===== src/rtl/threadbrain_pkg.sv =====
// threadbrain_pkg: opcodes, instruction field positions and print FSM states shared by select and execute
package threadbrain_pkg;
  localparam logic [3:0] OP_PLUS  = 4'h1;
  localparam logic [3:0] OP_MINUS = 4'h2;
  localparam logic [3:0] OP_BRZ   = 4'h5;
  localparam logic [3:0] OP_PRINT = 4'h8;
  localparam int OP_MSB = 15;
  localparam int OP_LSB = 12;
  localparam int IMM_W  = 12;
  typedef enum logic {IDLE, PRINT_WAIT} print_state_e;
  function automatic logic [3:0] opcode(input logic [15:0] i);
    return i[OP_MSB:OP_LSB];
  endfunction
endpackage


===== src/rtl/exec_print_if.sv =====
// exec_print_if: print handshake holder -- FSM, held character and registered stall_out
module exec_print_if
  import threadbrain_pkg::*;
#(
  parameter int PRINT_W = 8
) (
  input  logic               clk,
  input  logic               rst_n,
  input  logic               start,
  input  logic [PRINT_W-1:0] data_in,
  input  logic               print_ready,
  output logic               print_valid,
  output logic [PRINT_W-1:0] print_data,
  output logic               stall_out,
  output logic               done
);
  print_state_e state, next_state;
  always_comb begin
    next_state = (state == IDLE) ? (start ? PRINT_WAIT : IDLE) : (print_ready ? IDLE : PRINT_WAIT);
  end
  always_ff @(posedge clk or negedge rst_n) begin
    if (!rst_n) begin
      state      <= IDLE;
      print_data <= '0;
    end else begin
      state <= next_state;
      if (state == IDLE && start) print_data <= data_in;
    end
  end
  assign print_valid = (state == PRINT_WAIT);
  assign stall_out   = (state == PRINT_WAIT);
  assign done        = print_valid & print_ready;
endmodule


===== src/rtl/execute.sv =====
// execute: PLUS/MINUS write-back, BRZ branch resolution and PRINT handshake.
// Define EXECUTE_RETIRE_CNT_EN to add the retired_cnt output.
module execute
  import threadbrain_pkg::*;
#(
  parameter int DATA_W  = 16,
  parameter int PRINT_W = 8
) (
  input  logic               clk,
  input  logic               rst_n,
  input  logic [15:0]        ins,
  input  logic [DATA_W-1:0]  ptr,
  input  logic [DATA_W-1:0]  val,
  input  logic [DATA_W-1:0]  pc,
  output logic               stall_out,
  output logic               branch_en,
  output logic [DATA_W-1:0]  branch_target,
  output logic               wb_en,
  output logic [DATA_W-1:0]  wb_tag,
  output logic [DATA_W-1:0]  wb_val,
`ifdef EXECUTE_RETIRE_CNT_EN
  output logic [31:0]        retired_cnt,
`endif
  output logic               print_valid,
  output logic [PRINT_W-1:0] print_data,
  input  logic               print_ready
);
  logic [3:0] op;
  logic [IMM_W-1:0] imm;
  logic [DATA_W-1:0] imm_z, imm_s;
  logic cap, is_alu, is_brz, print_done;
  assign op     = opcode(ins);
  assign imm    = ins[IMM_W-1:0];
  assign imm_z  = DATA_W'(imm);
  assign imm_s  = {{(DATA_W-IMM_W){imm[IMM_W-1]}}, imm};
  assign cap    = !stall_out;
  assign is_alu = cap && (op == OP_PLUS || op == OP_MINUS);
  assign is_brz = cap && (op == OP_BRZ);
  always_ff @(posedge clk or negedge rst_n) begin
    if (!rst_n) begin
      wb_en         <= 1'b0;
      wb_tag        <= '0;
      wb_val        <= '0;
      branch_en     <= 1'b0;
      branch_target <= '0;
    end else begin
      wb_en     <= is_alu;
      branch_en <= is_brz && val == '0;
      if (is_alu) begin
        wb_tag <= ptr;
        wb_val <= (op == OP_PLUS) ? val + imm_z : val - imm_z;
      end
      if (is_brz && val == '0) branch_target <= pc + imm_s;
    end
  end
  exec_print_if #(.PRINT_W(PRINT_W)) u_print (
    .clk(clk),
    .rst_n(rst_n),
    .start(cap && op == OP_PRINT),
    .data_in(val[PRINT_W-1:0]),
    .print_ready(print_ready),
    .print_valid(print_valid),
    .print_data(print_data),
    .stall_out(stall_out),
    .done(print_done)
  );
`ifdef EXECUTE_RETIRE_CNT_EN
  logic brz_done;
  always_ff @(posedge clk or negedge rst_n) begin
    if (!rst_n) begin
      brz_done    <= 1'b0;
      retired_cnt <= '0;
    end else begin
      brz_done    <= is_brz;
      retired_cnt <= retired_cnt + 32'(wb_en | brz_done | print_done);
    end
  end
`else
  logic unused_done;
  assign unused_done = print_done;
`endif
endmodule


===== config.mk =====
export PLATFORM = sky130hd
export DESIGN_NAME = execute
export DESIGN_NICKNAME = d
export VERILOG_FILES = /design/src/rtl/threadbrain_pkg.sv /design/src/rtl/exec_print_if.sv /design/src/rtl/execute.sv
export SDC_FILE = /design/constraint.sdc
export NUM_CORES = 1
export LEC_CHECK = 0
export ABC_AREA = 1
export BUFFER_PORTS_ARGS = -buffer_cell sky130_fd_sc_hd__buf_4
export CORE_AREA = 2 2 103 105
export DETAILED_ROUTE_END_ITERATION = 10
export DIE_AREA = 0 0 105 107
export PLACE_DENSITY = 0.69
export SLEW_MARGIN = 40
export SYNTH_ARGS = -nofsm -noshare
export SYNTH_HDL_FRONTEND = slang
export SYNTH_SLANG_ARGS = --single-unit

===== constraint.sdc =====
create_clock -name clk -period 1.6 [get_ports clk]
set_clock_uncertainty 0.05 [all_clocks]
set_input_delay 0 -clock clk [delete_from_list [all_inputs] [get_ports clk]]
set_output_delay 0 -clock clk [all_outputs]
set_load 0.005 [all_outputs]

==> results.yml, run 1 <==
run_status:
  result_of_the_run: "finished with violations"
  violations: "setup timing"
layout:
  drive_gt1_share_pct: 32.2
  nFillCells: 825
  fin_nets: 981
  layout_common_cells: "sky130_fd_sc_hd__nand2_1 (244), sky130_fd_sc_hd__buf_4 (187), sky130_fd_sc_hd__inv_1 (77), sky130_fd_sc_hd__dfrtp_1 (59), sky130_fd_sc_hd__nand3_1 (35)"
  layout-area-overhead-vs-synth_pct: 55.3
  fin_util_pct: 68.3
  layout.area.seq_um2: 1480
  most_common_cell_after_layout_fill_and_taps_aside: "sky130_fd_sc_hd__nand2_1"
  multi_input_area_um2: 2800
  final_cells: 1020
  antenna_cells: 0
timing:
  worst_slew_pin_slew_ps: 541
  timing.final.hold_violations: 0
  rsz0062_at_grt: "true"
  final-setup-viol-count: 9
  finalMaxSlewViolations: 0
  worst_slew_margin_relative_to_its_limit_pct: 64.0
  final_critical_path_setup_slack_ps: -138
  setup_total_neg_slack_ps: -763
  min_period_ps: 1740
  fmaxAchievable_mhz: 575
  timing.final.crit_share_pct: 109
global_route:
  global_route.overflow_total: 0
  grt_util_all_layers_pct: 24.8
  grt_pass1_vias: 4966
  grt_antenna_before_repair: 0
  grt_pass1_wl_um: 22300
  maximum_number_of_pins_on_one_net_before_global_route_repair: 60
clock_network:
  cts_sinks: 59
  ctsRootBufferMaster: "sky130_fd_sc_hd__clkbuf_8"
  numCtsBuffers: 9
  htreeDepth: 3
  insertion_delay_ps: 360
  tritoncts: "built"
  max-clock-path-buffers: 2
  worst_setup_hold_path_clk_slew_ps: 80
die:
  floorplan.rows: 37
  floorplan.io_pins: 127
  die_height_um: 107
  die_area_um2: 11200
  floorplan.initialDensity_pct: 44.0
  floorplan_die_width_um: 105
  core-area_um2: 10100
yosys:
  synth.avg_cell_area_um2: 6.80
  ys.warnings.count: 0
  synth-edff-count: 0
  synthArstFlopShare_pct: 100
  post_synth_num_cell_types: 29
  ys.flop_type: "sky130_fd_sc_hd__dfrtp_1"
  postSynthCellCount: 653
  synthesis.nets: 755
  synth.cell_area_um2: 4440
  yosysSeqAreaShare_pct: 33.2
  postSynthRegisterBits: 59
worst_setup_path:
  critPathArrivalTime_ps: 1940
  worst_ep_required_time_ps: 1800
  critPathKind: "in2reg"
  critical_path.startpoint_type: "primary input"
  timing.critical_path.fanout_max: 3
  end_kind: "flip-flop"
placement:
  dp_hpwl_um: 9770
  dp.cells: 965
  dp_slack_ps: -656
  gp_routability_congestion: 0.924
  port_buffers: 126
detailed_routing:
  drtPass1Iterations: 4
  drt.antenna.violating_nets: 0
  detail_route.iter0.violations: 232
  route.vias.total: 4864
  remaining_drc_errors: 0
  detail_route.wl_per_cell_um: 13.0
  drt-total-wl_um: 13200
  detail_route.vias_per_cell: 4.77
power:
  total_switching_power_mw: 1.81
  power.leakage_nw: 3.81
  power_frac_comb_pct: 36.3
  p_int_mw: 3.86
  power.sequential.fraction_pct: 33.1
  fin_total_pwr_mw: 5.67
  switching_share_pct: 31.9
  clock_power_share_pct: 30.5
  power.ir.vdd_worst_mv: 0.518
  power-per-cell-area_nw_per_um2: 822
min_path:
  hold_path.class: "in2reg"
flow_run:
  cap_violations: 0
-- metrics by stage --
step,hold WS (ps),instance area [um2]
3_5_place_dp,72.8,6020
4_1_cts,12.0,6770
6_report,22.8,6890
3_3_place_gp,61.7,6020
5_1_grt,43.4,6890
2_1_floorplan,-346,4510
-- sequential cells by signal, indices dropped and copies added, names as in the netlist --
signal	flops
branch_en	1
branch_target	16
u_print.print_data	8
u_print.print_valid	1
wb_en	1
wb_tag	16
wb_val	16
-- power groups by stage --
stage / combinational [mW] / sequential (mW) / clock (mW)
2_1_floorplan: 0.881 / 1.92 / 0
3_3_place_gp: 1.83 / 1.89 / 0
3_5_place_dp: 1.86 / 1.90 / 0
4_1_cts: 2.01 / 1.88 / 1.78
5_1_grt: 2.31 / 1.91 / 1.85
6_report: 2.06 / 1.88 / 1.73
-- path summary, 6_finish.rpt --
path / startpoint / end / slack, ps / depth (start not counted)
max reg2reg: u_print.print_valid$_DFF_PN0_ / wb_tag[4]$_DFFE_PN0P_ / 240 / 6
min reg2reg: branch_target[12]$_DFFE_PN0P_ / branch_target[12]$_DFFE_PN0P_ / 430 / 2
max: ins[0] / wb_val[15]$_DFFE_PN0P_ / -140 / 19
max in group asynchronous: rst_n / wb_val[13]$_DFFE_PN0P_ / 990 / 2
min in group asynchronous: rst_n / branch_en$_DFF_PN0_ / 140 / 2
min: pc[1] / branch_target[1]$_DFFE_PN0P_ / 20 / 4
-- per-layer routing --
layer	vias to the layer above	GRT usage (%)	routed length, um
met2	157	42.3	6300
li1	2502	-	-
met1	2158	29.3	5660
met5	-	0	0
met3	47	4.01	672
met4	0	15.2	599
-- critical path, stage by stage --
cell and delay, ps:
sky130_fd_sc_hd__buf_8 100, sky130_fd_sc_hd__inv_4 50, sky130_fd_sc_hd__ha_4 130, sky130_fd_sc_hd__inv_4 30
sky130_fd_sc_hd__nor2_4 150, sky130_fd_sc_hd__nand3_4 100, sky130_fd_sc_hd__nor2_4 140, sky130_fd_sc_hd__a21oi_2 80
sky130_fd_sc_hd__xor2_2 180, sky130_fd_sc_hd__ha_4 310, sky130_fd_sc_hd__nand2_4 50, sky130_fd_sc_hd__inv_1 70
sky130_fd_sc_hd__nand2_2 60, sky130_fd_sc_hd__nor3_2 180, sky130_fd_sc_hd__nand2_1 70, sky130_fd_sc_hd__nand2_1 60
sky130_fd_sc_hd__nand2_1 50, sky130_fd_sc_hd__nand3_1 60, sky130_fd_sc_hd__nand2_1 50
-- cell usage after synthesis, types with 9 or more instances --
master / instances / area share (%)
sky130_fd_sc_hd__nor3_1: 9 / 1.0
sky130_fd_sc_hd__nand4_1: 12 / 1.7
sky130_fd_sc_hd__nand3_1: 38 / 4.3
sky130_fd_sc_hd__dfrtp_1: 59 / 33
sky130_fd_sc_hd__ha_1: 33 / 9.3
sky130_fd_sc_hd__o21ai_0: 13 / 1.5
sky130_fd_sc_hd__inv_1: 85 / 7.2
sky130_fd_sc_hd__xor2_1: 11 / 2.2
sky130_fd_sc_hd__xnor2_1: 13 / 2.6
sky130_fd_sc_hd__a21oi_1: 21 / 2.4
sky130_fd_sc_hd__o21ai_1: 11 / 1.2
sky130_fd_sc_hd__nor2_1: 36 / 3.0
sky130_fd_sc_hd__nand2_1: 261 / 22
-- final cells by class --
class                      instances  share of cell area, %
clock buffer                       9                   1.80
clock inverter                     7                   1.80
inverter                          93                   5.41
multi-input combinational        490                   40.7
sequential                        59                   21.4
tap                              136                   2.47
timing repair buffer             226                   26.4
-- logic make-up (layout without fill, tap and decap cells) --
| group | after synthesis | count (layout) | synth area share (%) |
|---|---|---|---|
| XOR/XNOR | 24 | 24 | 4.73 |
| buffers and inverters | 104 | 335 | 9.66 |
| adder cells (fa/ha/maj) | 35 | 35 | 10.2 |
| AO/OA/AOI/OAI | 51 | 51 | 6.20 |
| AND/OR/NAND/NOR | 380 | 380 | 36.0 |
| flip-flops | 59 | 59 | 33.2 |
-- what timing repair did --
action,4_1_cts,5_1_grt
gates cloned,0,0
hold buffers,33,0
setup endpoints to repair,10,12
buffers inserted,3,3
hold endpoints to repair,89,0
pin swaps,34,29
gates resized for setup,41,25
(Power assumes the default switching activity.)
==> run 2: changes to the inputs <==
--- a/config.mk
+++ b/config.mk
@@ -5,12 +5,11 @@
 export SDC_FILE = /design/constraint.sdc
 export NUM_CORES = 1
 export LEC_CHECK = 0
-export ABC_AREA = 1
 export BUFFER_PORTS_ARGS = -buffer_cell sky130_fd_sc_hd__buf_4
-export CORE_AREA = 2 2 103 105
+export CORE_AREA = 2 2 97 99
 export DETAILED_ROUTE_END_ITERATION = 10
-export DIE_AREA = 0 0 105 107
-export PLACE_DENSITY = 0.69
+export DIE_AREA = 0 0 99 101
+export PLACE_DENSITY = 0.71
 export SLEW_MARGIN = 40
 export SYNTH_ARGS = -nofsm -noshare
 export SYNTH_HDL_FRONTEND = slang
==> results.yml, run 2 <==
run_status:
  result_of_the_run: "finished with violations"
  violations: "setup timing"
timing:
  finalMaxSlewViolations: 0
  setup_total_neg_slack_ps: -15780
  worst_slew_margin_relative_to_its_limit_pct: 61.8
  min_period_ps: 2670
  worst_slew_pin_slew_ps: 573
  whs_ps: 6.23
  final-setup-viol-count: 56
  timing.final.crit_share_pct: 167
  timing.final.hold_violations: 0
  final_critical_path_setup_slack_ps: -1070
  rsz0062_at_grt: "true"
  fmaxAchievable_mhz: 375
placement:
  dp_hpwl_um: 9530
  dp.cells: 789
  port_buffers: 126
  gp_routability_congestion: 0.862
worst_setup_path:
  timing.critical_path.mode_cell: "sky130_fd_sc_hd__buf_4"
  worst_ep_required_time_ps: 1840
  crit_chain: "buf_6 > or4_4 > nor4_4 > a21oi_2 > xor2_1 > ha_1 > buf_4 > buf_4 > buf_6 > nand2_2 > o21ai_2 > o22ai_2 > o21a_1 > buf_4 > o2111ai_4 > a21oi_2"
  critical_path.startpoint_type: "primary input"
  critPathArrivalTime_ps: 2900
  critical-path-slowest-cell: "sky130_fd_sc_hd__or4_4"
  critPathKind: "in2reg"
  worstRegToRegCells: 6
  cp_slowest_stage_delay_ps: 570
  timing.critical_path.fanout_max: 4
  end_kind: "flip-flop"
global_route:
  maximum_number_of_pins_on_one_net_before_global_route_repair: 60
  grt_pass1_wl_um: 24400
  grt_pass1_vias: 4976
  grt_util_all_layers_pct: 31.1
  global_route.overflow_total: 0
  grt_antenna_before_repair: 0
die:
  floorplan_die_width_um: 99
  core-area_um2: 8980
  die_area_um2: 10000
  floorplan.rows: 35
  floorplan.initialDensity_pct: 44.2
  floorplan.io_pins: 127
  die_height_um: 101
layout:
  fin_nets: 849
  antenna_cells: 0
  most_common_cell_after_layout_fill_and_taps_aside: "sky130_fd_sc_hd__buf_4"
  final_cells: 863
  drive_gt1_share_pct: 56.6
  layout.area.seq_um2: 1480
  multi_input_area_um2: 2960
  layout_common_cells: "sky130_fd_sc_hd__buf_4 (243), sky130_fd_sc_hd__dfrtp_1 (59), sky130_fd_sc_hd__nand2_1 (53), sky130_fd_sc_hd__nand2_2 (32), sky130_fd_sc_hd__dlygate4sd3_1 (28)"
  top_regs: "branch_target (16), wb_tag (16), wb_val (16)"
  layout-area-overhead-vs-synth_pct: 88.8
  nFillCells: 456
detailed_routing:
  detail_route.iter0.violations: 331
  drt-total-wl_um: 17900
  drt.antenna.violating_nets: 0
  detail_route.wl_per_cell_um: 20.8
  drtPass1Iterations: 5
  route.vias.total: 5080
  detail_route.vias_per_cell: 5.89
  remaining_drc_errors: 0
power:
  fin_total_pwr_mw: 5.88
  power.ir.vdd_worst_mv: 0.459
  power.leakage_nw: 3.73
  power-per-cell-area_nw_per_um2: 784
yosys:
  synth_top_cells_by_count: "sky130_fd_sc_hd__nand2_1 (90), sky130_fd_sc_hd__dfrtp_1 (59), sky130_fd_sc_hd__o21ai_0 (37)"
  synthArstFlopShare_pct: 100
  yosysSeqAreaShare_pct: 37.2
  postSynthCellCount: 442
  synth_most_common_cell: "sky130_fd_sc_hd__nand2_1"
  ys.flop_type: "sky130_fd_sc_hd__dfrtp_1"
  synth.cell_area_um2: 3970
  ys.warnings.count: 0
  library_cell_occupying_the_most_area_in_the_post_synthesis_netlist: "sky130_fd_sc_hd__dfrtp_1"
  synthesis.nets: 544
  netlist.area_leader.share_pct: 37.2
  synth.avg_cell_area_um2: 8.98
  post_synth_num_cell_types: 53
  synth-edff-count: 0
  leading_post_synthesis_cells_by_cell_area: "sky130_fd_sc_hd__dfrtp_1 (37%), sky130_fd_sc_hd__ha_1 (10%), sky130_fd_sc_hd__nand2_1 (8.5%)"
  postSynthRegisterBits: 59
clock_network:
  tritoncts: "built"
  htreeDepth: 3
  cts_sinks: 59
  max-clock-path-buffers: 2
  numCtsBuffers: 9
  ctsRootBufferMaster: "sky130_fd_sc_hd__clkbuf_8"
  insertion_delay_ps: 360
  worst_setup_hold_path_clk_slew_ps: 90
min_path:
  hold_path.class: "in2reg"
  whs_path_depth: 4
flow_run:
  cap_violations: 0
run 2: changes by cell type after synthesis, moves of 11 or more:
cell	delta
sky130_fd_sc_hd__a21o_1	+13
sky130_fd_sc_hd__clkbuf_1	+11
sky130_fd_sc_hd__inv_1	-71
sky130_fd_sc_hd__mux2_2	+12
sky130_fd_sc_hd__nand2_1	-171
sky130_fd_sc_hd__nand3_1	-32
sky130_fd_sc_hd__nor2_1	-16
sky130_fd_sc_hd__o21ai_0	+24
sky130_fd_sc_hd__o21ai_1	-11
run 2: cells by family (layout without fill, tap and decap cells):
| group | after synthesis | in the layout | share of synthesized area [%] |
|---|---|---|---|
| buffers and inverters | 30 | 340 | 2.99 |
| DFF | 59 | 59 | 37.2 |
| and+or+nand+nor | 163 | 163 | 20.0 |
| AOI/OAI and AO/OA | 111 | 111 | 17.9 |
| muxes | 13 | 13 | 3.66 |
| xor gates and xnor gates | 31 | 31 | 6.84 |
| adders and majority gates | 35 | 35 | 11.4 |
run 2: where the power goes:
part           total [mW]  internal, mW  leakage [nW]  switching (mW)
clock                1.31         0.569        0.0896           0.739
combinational        2.63          1.44          2.88            1.19
sequential           1.94          1.75         0.757           0.185
total                5.88          3.76          3.73            2.11
run 2: metrics by stage:
step           cell area [um2]  worst slack, ps  utilization (%)
2_1_floorplan             4170            -1290                -
3_3_place_gp              6070            -1440             67.6
3_5_place_dp              6070            -1480             67.6
4_1_cts                   7110             -907             79.2
5_1_grt                   7500            -1110             83.5
6_report                  7500            -1070             83.5
run 2: routing by layer:
layer | wire length (um) | share of wire, % | track usage, % | vias to the layer above
met3 | 1120 | 6.3 | 4.16 | 116
met2 | 8810 | 49 | 55.2 | 327
met4 | 1220 | 6.8 | 15.1 | 0
li1 | - | - | - | 2195
met5 | 0 | 0 | 0 | -
met1 | 6760 | 38 | 37.1 | 2442
run 2: final cells by class:
class | instances | share of cell area (%)
Multi-Input combinational cell | 353 | 39.5
Sequential cell | 59 | 19.7
Clock inverter | 7 | 0.701
Tap cell | 111 | 1.85
Inverter | 14 | 0.785
Clock buffer | 9 | 1.65
Timing Repair Buffer | 310 | 35.8
run 2: critical path: cells and delay by family:
family,cells,cell delay [ps]
xor+xnor,1,160
compound gates,6,850
buf+inv,5,650
fa+ha+maj,1,330
simple gates,3,900
run 2: path summary, 6_finish.rpt:
check | startpoint | endpoint | slack, ps
worst max-delay path | ins[5] | wb_val[15]$_DFFE_PN0P_ | -1070
worst min-delay path | pc[15] | branch_target[15]$_DFFE_PN0P_ | 6
worst max register to register | u_print.print_valid$_DFF_PN0_ | wb_val[15]$_DFFE_PN0P_ | -520
worst min register to register | branch_target[4]$_DFFE_PN0P_ | branch_target[4]$_DFFE_PN0P_ | 440
max in group asynchronous | rst_n | branch_target[14]$_DFFE_PN0P_ | 950
min in group asynchronous | rst_n | wb_tag[12]$_DFFE_PN0P_ | 130
run 2: repair_timing:
item | CTS | global route
hold buffers | 27 | 2
setup endpoints to repair | 47 | 57
cloned | 5 | 1
buffers inserted | 19 | 13
hold endpoints to repair | 86 | 1
resized for setup | 92 | 64
pin swaps | 67 | 41
